**src/rtl/time_report_tx_pkg.sv**
```systemverilog
// time_report_tx shared definitions
// state codes, ascii bytes, lengths, digit conversion
package time_report_tx_pkg;

  localparam logic [1:0] ST_IDLE   = 2'd0;
  localparam logic [1:0] ST_SEND   = 2'd1;
  localparam logic [1:0] ST_FINISH = 2'd2;

  localparam logic [7:0] ASCII_ZERO  = 8'h30;
  localparam logic [7:0] ASCII_COLON = 8'h3A;
  localparam logic [7:0] ASCII_QMARK = 8'h3F;
  localparam logic [7:0] ASCII_CR    = 8'h0D;
  localparam logic [7:0] ASCII_LF    = 8'h0A;

  localparam int unsigned MSG_LEN_SHORT = 6;
  localparam int unsigned MSG_LEN_CRLF  = 8;

  typedef struct packed {
    logic [3:0] min;
    logic [3:0] sec_t;
    logic [3:0] sec;
    logic [3:0] tenth;
  } snap_t;

  // BCD digit to printable byte; non-decimal codes become '?'
  function automatic logic [7:0] ascii_digit(
    input logic [3:0] d
  );
    if (d <= 4'd9)
      return ASCII_ZERO | {4'h0, d};
    return ASCII_QMARK;
  endfunction

endpackage

```
**src/rtl/time_report_tx.sv**
```systemverilog
// time_report_tx: snapshots stopwatch digits on req
// and streams "M:SS:T" (+CRLF) into a UART TX FIFO
module time_report_tx
  import time_report_tx_pkg::*;
#(
  parameter int unsigned ADD_CRLF = 1
) (
  input  logic       clk,
  input  logic       reset,
  input  logic       req,
  input  logic [3:0] in3,
  input  logic [3:0] in2,
  input  logic [3:0] in1,
  input  logic [3:0] in0,
  input  logic       tx_full,
  output logic       wr_uart,
  output logic [7:0] wr_data,
  output logic       busy,
  output logic       done,
  output logic       req_dropped
);

  localparam logic [2:0] LAST_IDX =
    (ADD_CRLF != 0) ? 3'(MSG_LEN_CRLF - 1)
                    : 3'(MSG_LEN_SHORT - 1);

  logic [1:0] state_q, state_d;
  logic [2:0] idx_q, idx_d;
  snap_t      snap_q, snap_d;
  logic       wr_en;
  logic [7:0] byte_sel;

  assign wr_en = (state_q == ST_SEND) && !tx_full;

  // next-state: latch snapshot, advance on accepted writes
  always_comb begin
    state_d = state_q;
    idx_d   = idx_q;
    snap_d  = snap_q;
    case (state_q)
      ST_IDLE: begin
        if (req) begin
          snap_d  = '{min: in3, sec_t: in2,
                      sec: in1, tenth: in0};
          idx_d   = 3'd0;
          state_d = ST_SEND;
        end
      end
      ST_SEND: begin
        if (wr_en) begin
          if (idx_q == LAST_IDX)
            state_d = ST_FINISH;
          else
            idx_d = idx_q + 3'd1;
        end
      end
      ST_FINISH: state_d = ST_IDLE;
      default:   state_d = ST_IDLE;
    endcase
  end

  // state registers with synchronous reset
  always_ff @(posedge clk) begin
    if (reset) begin
      state_q <= ST_IDLE;
      idx_q   <= 3'd0;
      snap_q  <= '0;
    end else begin
      state_q <= state_d;
      idx_q   <= idx_d;
      snap_q  <= snap_d;
    end
  end

  // message byte mux indexed by the byte counter
  always_comb begin
    byte_sel = 8'h00;
    case (idx_q)
      3'd0: byte_sel = ascii_digit(snap_q.min);
      3'd1: byte_sel = ASCII_COLON;
      3'd2: byte_sel = ascii_digit(snap_q.sec_t);
      3'd3: byte_sel = ascii_digit(snap_q.sec);
      3'd4: byte_sel = ASCII_COLON;
      3'd5: byte_sel = ascii_digit(snap_q.tenth);
      3'd6: byte_sel = ASCII_CR;
      3'd7: byte_sel = ASCII_LF;
      default: byte_sel = 8'h00;
    endcase
  end

  // outputs forced quiet while reset is held so an
  // aborted report cannot leak a byte in the reset cycle
  always_comb begin
    wr_uart     = wr_en && !reset;
    wr_data     = wr_uart ? byte_sel : 8'h00;
    busy        = (state_q != ST_IDLE) && !reset;
    done        = (state_q == ST_FINISH) && !reset;
    req_dropped = req && busy;
  end

endmodule

```
**config.mk**
```make
export PLATFORM = sky130hd
export DESIGN_NAME = time_report_tx
export DESIGN_NICKNAME = d
export VERILOG_FILES = /design/src/rtl/time_report_tx_pkg.sv /design/src/rtl/time_report_tx.sv
export SDC_FILE = /design/constraint.sdc
export NUM_CORES = 1
export LEC_CHECK = 0
export CAP_MARGIN = 10
export CORE_MARGIN = 2
export CORE_UTILIZATION = 53
export CTS_BUF_LIST = sky130_fd_sc_hd__clkbuf_8
export DETAILED_ROUTE_END_ITERATION = 16
export MAX_ROUTING_LAYER = met4
export PLACE_DENSITY = 0.95
export SYNTH_ARGS = -nofsm -noshare
export SYNTH_HDL_FRONTEND = slang
export SYNTH_SLANG_ARGS = --single-unit
```
**constraint.sdc**
```tcl
create_clock -name clk -period 4.3 [get_ports clk]
set_input_delay 0.86 -clock clk [delete_from_list [all_inputs] [get_ports clk]]
set_output_delay 0.86 -clock clk [all_outputs]
set_load 0.005 [all_outputs]
```
# Word level (Yosys, flattened, before mapping)

Index checks and enable logic that the tools add are counted.

Bits in registers: 21
Output and inout port bits: 12
Logic and storage cells: 65

Eq/ne operators: 13
Reduce and logical (&&, ||, !) cells: 15
$add $sub $neg: 1
$lt $le $gt $ge: 4
Muxes and demuxes: 26

Operators by type and width:

| operator                                               | count |
|---|---|
| 2-to-1 mux 8 bit                                       | 9 |
| case mux 8 bit (7 select lines)                        | 1 |
| <= comparator 4 bit (second input constant)            | 4 |
| equality test 3 bit (second input constant)            | 4 |
| 2-to-1 mux 3 bit                                       | 3 |
| 2-to-1 mux 1 bit                                       | 8 |
| equality test 3 x 2 -> 1 bit (second input constant)   | 2 |
| 2-to-1 mux 2 bit                                       | 3 |
| inequality test 2 bit (second input constant)          | 3 |
| case mux 3 bit (2 select lines)                        | 1 |
| logical AND 1 bit                                      | 5 |
| case mux 2 bit (2 select lines)                        | 1 |
| AND reduction 4 bit                                    | 1 |
| nonzero test 2 bit                                     | 2 |
| adder 3 x 1 -> 3 bit (second input constant)           | 1 |
| equality test 3 x 1 -> 1 bit (second input constant)   | 1 |
| logical NOT 3 bit                                      | 1 |
| AND reduction 3 bit                                    | 1 |
| equality test 2 x 1 -> 1 bit (second input constant)   | 1 |
| equality test 2 bit (second input constant)            | 1 |
| logical NOT 1 bit                                      | 2 |
| logical NOT 2 bit                                      | 1 |
| inequality test 2 x 1 -> 1 bit (second input constant) | 1 |
| AND reduction 2 bit                                    | 1 |
| OR reduction 2 bit                                     | 1 |

# Longest topological paths before layout

Gate-level depths: netlist of run 1.

Depth in word-level cells: 6
Depth in mapped cells: 7

# Least setup slack after synthesis of run 1

No wires, ideal clock.

Kind: input-to-output
Start point: input port tx_full
End point: output port wr_data[5]
Buffers on the path: 1
Slack: 1.782 ns
Stages: 4
Required time: 3.440 ns
Arrival: 1.658 ns
Cell sequence: or3b_4 nor2_8 o21a_1 buf_4

Cells in the longest elaborated chain, start to end: 4

Ends and longest elaborated chain:

| element            | RTL line             | source |
|---|---|---|
| start: declaration | time_report_tx.sv:15 | `input logic tx_full,` |
| logical NOT 1 bit  | time_report_tx.sv:33 | `assign wr_en = (state_q == ST_SEND) && !tx_full;` |
| logical AND 1 bit  | time_report_tx.sv:33 |  |
| logical AND 1 bit  | time_report_tx.sv:94 | `wr_uart = wr_en && !reset;` |
| via wr_uart        | time_report_tx.sv:16 | `output logic wr_uart,` |
| 2-to-1 mux 8 bit   | time_report_tx.sv:95 | `wr_data = wr_uart ? byte_sel : 8'h00;` |
| end: declaration   | time_report_tx.sv:17 | `output logic [7:0] wr_data,` |

The timed path passes the listed nets, and every way through them passes these cells.

# Worst setup path after layout of run 1

Start point: input port tx_full
End point: output port wr_data[0]

Cells in the longest elaborated chain, start to end: 4

Ends and longest elaborated chain:

| element           | RTL line |
|---|---|
| logical NOT 1 bit | time_report_tx.sv:33 |
| logical AND 1 bit | time_report_tx.sv:33 |
| logical AND 1 bit | time_report_tx.sv:94 |
| 2-to-1 mux 8 bit  | time_report_tx.sv:95 |

No other way between the ends.

==> results of run 1 <==
## logic make-up (layout without fill, tap and decap cells)
logic type                 after synthesis  count (layout)  share of synthesized area [%]
muxes                                    1               1                          0.857
and+or+nand+nor                         59              59                           24.4
AOI/OAI and AO/OA                       52              52                           25.8
buffers and inverters                   14              39                           6.11
adders and majority gates                6               6                           6.43
other                                    1               2                          0.321
DFF                                     21              21                           36.0
## power groups by stage
stage,sequential (mW),clock [mW],combinational (mW)
floorplan,0.217,0,0.0423
detailed placement,0.220,0,0.0696
CTS,0.216,0.125,0.0706
global route,0.218,0.133,0.0790
finish,0.216,0.121,0.0707
global placement,0.219,0,0.0663
## how the worst max path moves through the flow
stage	endpoint	cells past startpoint
detailed placement	wr_data[2]	6
finish	wr_data[0]	6
floorplan	wr_data[5]	4
global route	wr_data[2]	6
CTS	wr_data[2]	6
global placement	wr_data[0]	6
## worst max-delay path, stage by stage
cell and delay, ps:
clkdlybuf4s50_1 470, or3b_4 450, nor2_8 140, o21ai_2 70
a31oi_1 160, clkdlybuf4s50_1 520
## layout by cell type (no fill, tap or decap), drive strengths merged
master / n
nand4: 1
a22oi: 3
a21oi: 29
or3b: 1
clkdlybuf4s50: 29
a21boi: 1
nor2b: 1
nor2: 9
a211o: 1
nand3b: 1
nand2: 34
ha: 6
nor3: 3
a31oi: 3
mux2i: 1
nand2b: 2
a211oi: 2
dfxtp: 21
o21bai: 1
nor3b: 3
clkbuf: 3
o22ai: 1
and2b: 1
a21o: 1
conb: 2
and2: 3
o21a: 2
inv: 6
buf: 1
o21ai: 8
## sequential cells by signal, indices dropped and copies added (netlist names)
name / count
state_q: 2
snap_q: 16
idx_q: 3
## cell type report
type / count / area (sq um)
multi-input cells: 120 / 679
fillers: 154 / 527
flip-flops and latches: 21 / 420
repair buffers: 30 / 298
clock buffers: 3 / 41.3
well taps: 27 / 33.8
inverters: 5 / 18.8
clock inverters: 1 / 3.75
## per-layer routing
metal | global-route usage, % | share of wire, % | up-vias | wire length [um]
met4 | 9.46 | 0.40 | 0 | 11
met3 | 4.09 | 6.2 | 2 | 170
li1 | - | - | 579 | -
met5 | - | 0 | - | 0
met1 | 27.8 | 42 | 526 | 1160
met2 | 41.3 | 51 | 47 | 1410
## metrics by stage
step	total power, mW	cells	hold slack (ps)	setup slack [ps]	cell area [sq um]
floorplan	0.259	155	431	1780	1170
global placement	0.285	203	443	874	1450
detailed placement	0.290	203	454	802	1450
CTS	0.412	207	465	772	1500
global route	0.429	207	492	707	1500
finish	0.408	207	464	768	1500
==> out/qor.txt, run 1 <==
Die Y = 50.9 um
RSZ-0062 raised after global routing = no
Yosys top cell by area = dfxtp_1
Combinational power share = 17.3%
Clock Pin Slew Worst Setup and Hold Paths = 70 ps
Max Cap Viol = 0
Sequential share of the synthesized area = 36.0%
Dpl hpwl = 2080 um
Residual DRC count = 0
Startpoint type of the worst setup path = input pin
Final period util = 82.1%
Worst Path Class, Setup = input pin to primary output
Die ar. = 2590 sq um
Post-CTS Hold Buffers = 0
WP data arrival = 2670 ps
Sw Share = 25.3%
Status = complete, no violations
Top cells by area, synth = dfxtp_1 36%, a21oi_1 12%, nand2_1 11%
Vias in the first global route = 1053
Row count = 16
Total CTS buffers = 3
Grt ovf = 0
H-tree Lvls = 1
Flop2flop setup slack = 2490 ps
Pwr per Cell Area = 273 nW/um^2
Cts repair resizes = 0
Slew @ Worst Pin = 562 ps
Final Util = 73.9%
Max Slew Vio Count = 0
CTS Buffer Depth = 2
Number of synthesized register bits = 21
Pint = 0.305 mW
I/O Pins = 32
Layout Nets = 207
CTS tree = done
Hold path startpoint = snap_q[8]
Gate Count Post-Synth = 154
CP required = 3440 ps
Vias per cell = 5.57
Count leader, synth = nand2_1
Final WL = 2760 um
Worst Setup SP = tx_full
Clock share of power = 29.7%
Final Critical Period = 3530 ps
Final setup violation count = 0
Hold Fails Final Rpt = 0
Layout cells sized above 1 = 4.44%
Initial antenna violation count = 0
Antenna Nets Post-Route = 0
Core Region = 2020 sq um
Largest net degree at the start of global routing = 18
Netlist Area Pre-Place = 1170 sq um
Critical Path Fanout Max = 7
GRT Total Usage = 24.0%
Post-synth EDFFs = 0
Worst-skew pair later-pin latency = 250 ps
Switch Pwr = 0.104 mW
Hold Path End = snap_q[8]
Slew margin rel. = 62.5%
Commonest cells in the synthesized netlist = 34 x nand2_1, 28 x a21oi_1, 21 x dfxtp_1
Top cell type's share of synthesized area = 36.0%
Setup bufs post-CTS = 0
Drt first pass iters = 4
R2r startpoint = idx_q[0]
Ant diodes = 0
Ys flop type = dfxtp_1
First-pass GRT wire length = 4650 um
Die width = 50.9 um
Leakage dissipation = 0.569 nW
# port buffers = 29
Clk sink count = 21
Flop pwr share = 53.0%
P&R area growth vs syn = 28.1%
R2R Path End = idx_q[1]
Peak supply drop = 0.236 mV
R2R cell count = 6
Vias = 1154
Clock Tree Root = clkbuf_8
Mean Syn Cell Area = 7.58 sq um
Synth warnings = 0
Fraction of registers with async set/reset = 0%
Worst Hold Path Cells = 2
HP Class = flip-flop to flip-flop
Clk_skew = 1.86 ps
Violation count after the first detailed-route iteration = 55
CP Capture Type = primary output
GP Congestion = 0.955
Yosys cell types = 34
Fin Setup TNS = 0 ps
Max Fclk = 0.283 GHz
Initial Utilization = 57.7%
Average wire per standard cell = 13.3 um
Note: power is estimated with default switching activity, not from simulation.
==> run 2: changes to the inputs <==
--- a/config.mk
+++ b/config.mk
@@ -7,11 +7,11 @@
 export LEC_CHECK = 0
 export CAP_MARGIN = 10
 export CORE_MARGIN = 2
-export CORE_UTILIZATION = 53
+export CORE_UTILIZATION = 49
 export CTS_BUF_LIST = sky130_fd_sc_hd__clkbuf_8
 export DETAILED_ROUTE_END_ITERATION = 16
 export MAX_ROUTING_LAYER = met4
-export PLACE_DENSITY = 0.95
+export PLACE_DENSITY = 0.93
 export SYNTH_ARGS = -nofsm -noshare
 export SYNTH_HDL_FRONTEND = slang
 export SYNTH_SLANG_ARGS = --single-unit
==> constraint.sdc (replaced) <==
create_clock -name clk -period 3.61 [get_ports clk]
set_input_delay 0.722 -clock clk [delete_from_list [all_inputs] [get_ports clk]]
set_output_delay 0.722 -clock clk [all_outputs]
set_load 0.005 [all_outputs]
==> run 2 against run 1 <==
Sequential cell count unchanged. Clock power grew 25%. Register-to-register slack got worse by 510 ps. Sequential power is 19% higher. Utilization fell by 6.9 points.
==> out/qor.txt, run 2 (synthesized netlist as in run 1, its figures left out) <==
Status = complete, no violations
Final setup violation count = 0 (unchanged)
Critical path, cell by cell = inv_1 -> ha_1 -> a211oi_1 -> nand2_1 -> mux2i_1 -> a21boi_1 -> clkdlybuf4s50_1
Worst-skew pair later-pin latency = 260 ps (about the same)
Cts repair resizes = 0 (unchanged)
Core Region = 2230 sq um (+10%)
Final period util = 89.4%
Die width = 52.8 um (+3.7%)
Critical Path Fanout Max = 12 (+5)
Most frequent cells in the layout = 34 x nand2_1, 29 x clkdlybuf4s50_1, 28 x a21oi_1
CTS tree = done
Design area = 1500 sq um (+0.17%)
WP data arrival = 2510 ps (-160 ps)
Reg with most FFs = snap_q
Die Y = 52.8 um (+3.7%)
GRT Total Usage = 21.2% (-2.9 points)
GP Congestion = 0.881 (-7.7%)
Row count = 17 (+1)
Largest net degree at the start of global routing = 17 (-1)
Post-CTS Hold Buffers = 0 (unchanged)
Dpl hpwl = 2070 um (-0.45%)
R2R cell count = 6 (unchanged)
Worst Path Class, Setup = flip-flop to primary output
Fillcell total = 182 (+18%)
Final Util = 67.1% (-6.9 points)
Total CTS buffers = 3 (unchanged)
Max reg flops = 16 (unchanged)
Max Cap Viol = 0 (unchanged)
Layout Nets = 207 (unchanged)
Initial Utilization = 52.3% (-5.5 points)
Hold_ws = 466 ps (+2.44 ps)
Grt ovf = 0 (unchanged)
Residual DRC count = 0 (unchanged)
First-pass GRT wire length = 4200 um (-9.6%)
Clk sink count = 21 (unchanged)
Worst path slowest cell = dfxtp_1
CP bufs+invs = 2 (unchanged)
RSZ-0062 raised after global routing = no
WP depth = 7 (+1)
Placed Area = 1450 sq um (about the same)
Final WL = 2650 um (-3.8%)
HP Class = flip-flop to flip-flop
Leakage dissipation = 0.567 nW (-0.25%)
Fin Setup TNS = 0 ps (unchanged)
Clock Tree Root = clkbuf_8
# port buffers = 29 (unchanged)
CP required = 2890 ps (-550 ps)
Worst Hold Path Cells = 2 (unchanged)
Final Critical Period = 3230 ps
Hold Fails Final Rpt = 0 (unchanged)
CP Capture Type = primary output
Clk_skew = 5.68 ps (+3.83 ps)
Clock Pin Slew Worst Setup and Hold Paths = 80 ps (about the same)
H-tree Lvls = 1 (unchanged)
Startpoint type of the worst setup path = flip-flop
Average wire per standard cell = 12.8 um (-4.2%)
Violation count after the first detailed-route iteration = 17 (-69%)
Slew margin rel. = 65.0% (+2.5 points)
Antenna Nets Post-Route = 0 (unchanged)
Max Fclk = 0.310 GHz
P&R area growth vs syn = 28.3%
Cell family with most CP delay = buffers and inverters
Setup bufs post-CTS = 0 (unchanged)
Peak supply drop = 0.268 mV (+14%)
Drt first pass iters = 4 (unchanged)
Vias = 1140 (-1.2%)
Pwr per Cell Area = 329 nW/um^2 (+20%)
Largest registers = snap_q (16), idx_q (3), state_q (2)
Commonest non-fill, non-tap cell in the layout = nand2_1
Layout cells sized above 1 = 5.00% (+0.56 points)
I/O Pins = 32 (unchanged)
Initial antenna violation count = 0 (unchanged)
Die ar. = 2790 sq um (+7.5%)
Max Slew Vio Count = 0 (unchanged)
Vias in the first global route = 978 (-7.1%)
Max stage delay on crit path = 540 ps (+20 ps)
Slew @ Worst Pin = 525 ps (-37.1 ps)
CTS Buffer Depth = 2 (unchanged)
Ant diodes = 0 (unchanged)
Vias per cell = 5.48 (-1.7%)
run 2: area by class of cell:
type                       count  area (sq um)  share of cell area (%)
clock buffer                   3          41.3                    2.76
tap                           28          35.0                    2.34
sequential                    21           420                    28.1
multi-input combinational    120           679                    45.4
inverter                       5          18.8                    1.25
clock inverter                 1          5.00                   0.334
timing repair buffer          30           298                    19.9
run 2: where the power goes:
part           leakage, nW  switching (mW)  internal [mW]
combinational        0.370          0.0406         0.0430
sequential           0.172          0.0130          0.245
clock               0.0255          0.0744         0.0767
run 2: final timing paths:
check	slack, ps	from	end
max	380	idx_q[2]	wr_data[3]
min	470	snap_q[8]	snap_q[8]
max reg2reg	1980	idx_q[0]	idx_q[0]
min reg2reg	470	snap_q[8]	snap_q[8]
run 2: layer usage:
metal | GRT usage [%] | wire (um) | vias up
met4 | 8.12 | 32 | 0
met3 | 3.43 | 138 | 4
met2 | 35.0 | 1300 | 41
met5 | - | 0 | -
li1 | - | - | 579
met1 | 25.8 | 1180 | 516
run 2: per-stage QoR:
stage	worst slack (ps)	instances	total power [mW]
CTS	394	208	0.493
global placement	458	204	0.340
finish	382	208	0.492
detailed placement	419	204	0.345
floorplan	1370	155	0.309
global route	224	208	0.518
run 2: worst min-delay path, stage by stage (launching register included):
cell	delay, ps
dfxtp_1	320
nand2_1	50
a21oi_1	50
==> run 3: changes to the inputs <==
--- a/config.mk
+++ b/config.mk
@@ -9,6 +9,7 @@
 export CORE_MARGIN = 2
 export CORE_UTILIZATION = 49
 export CTS_BUF_LIST = sky130_fd_sc_hd__clkbuf_8
+export CTS_CLUSTER_DIAMETER = 150
 export DETAILED_ROUTE_END_ITERATION = 16
 export MAX_ROUTING_LAYER = met4
 export PLACE_DENSITY = 0.93
==> results of run 3 <==
Final layout, timing and power as in run 2 (identical DEF).
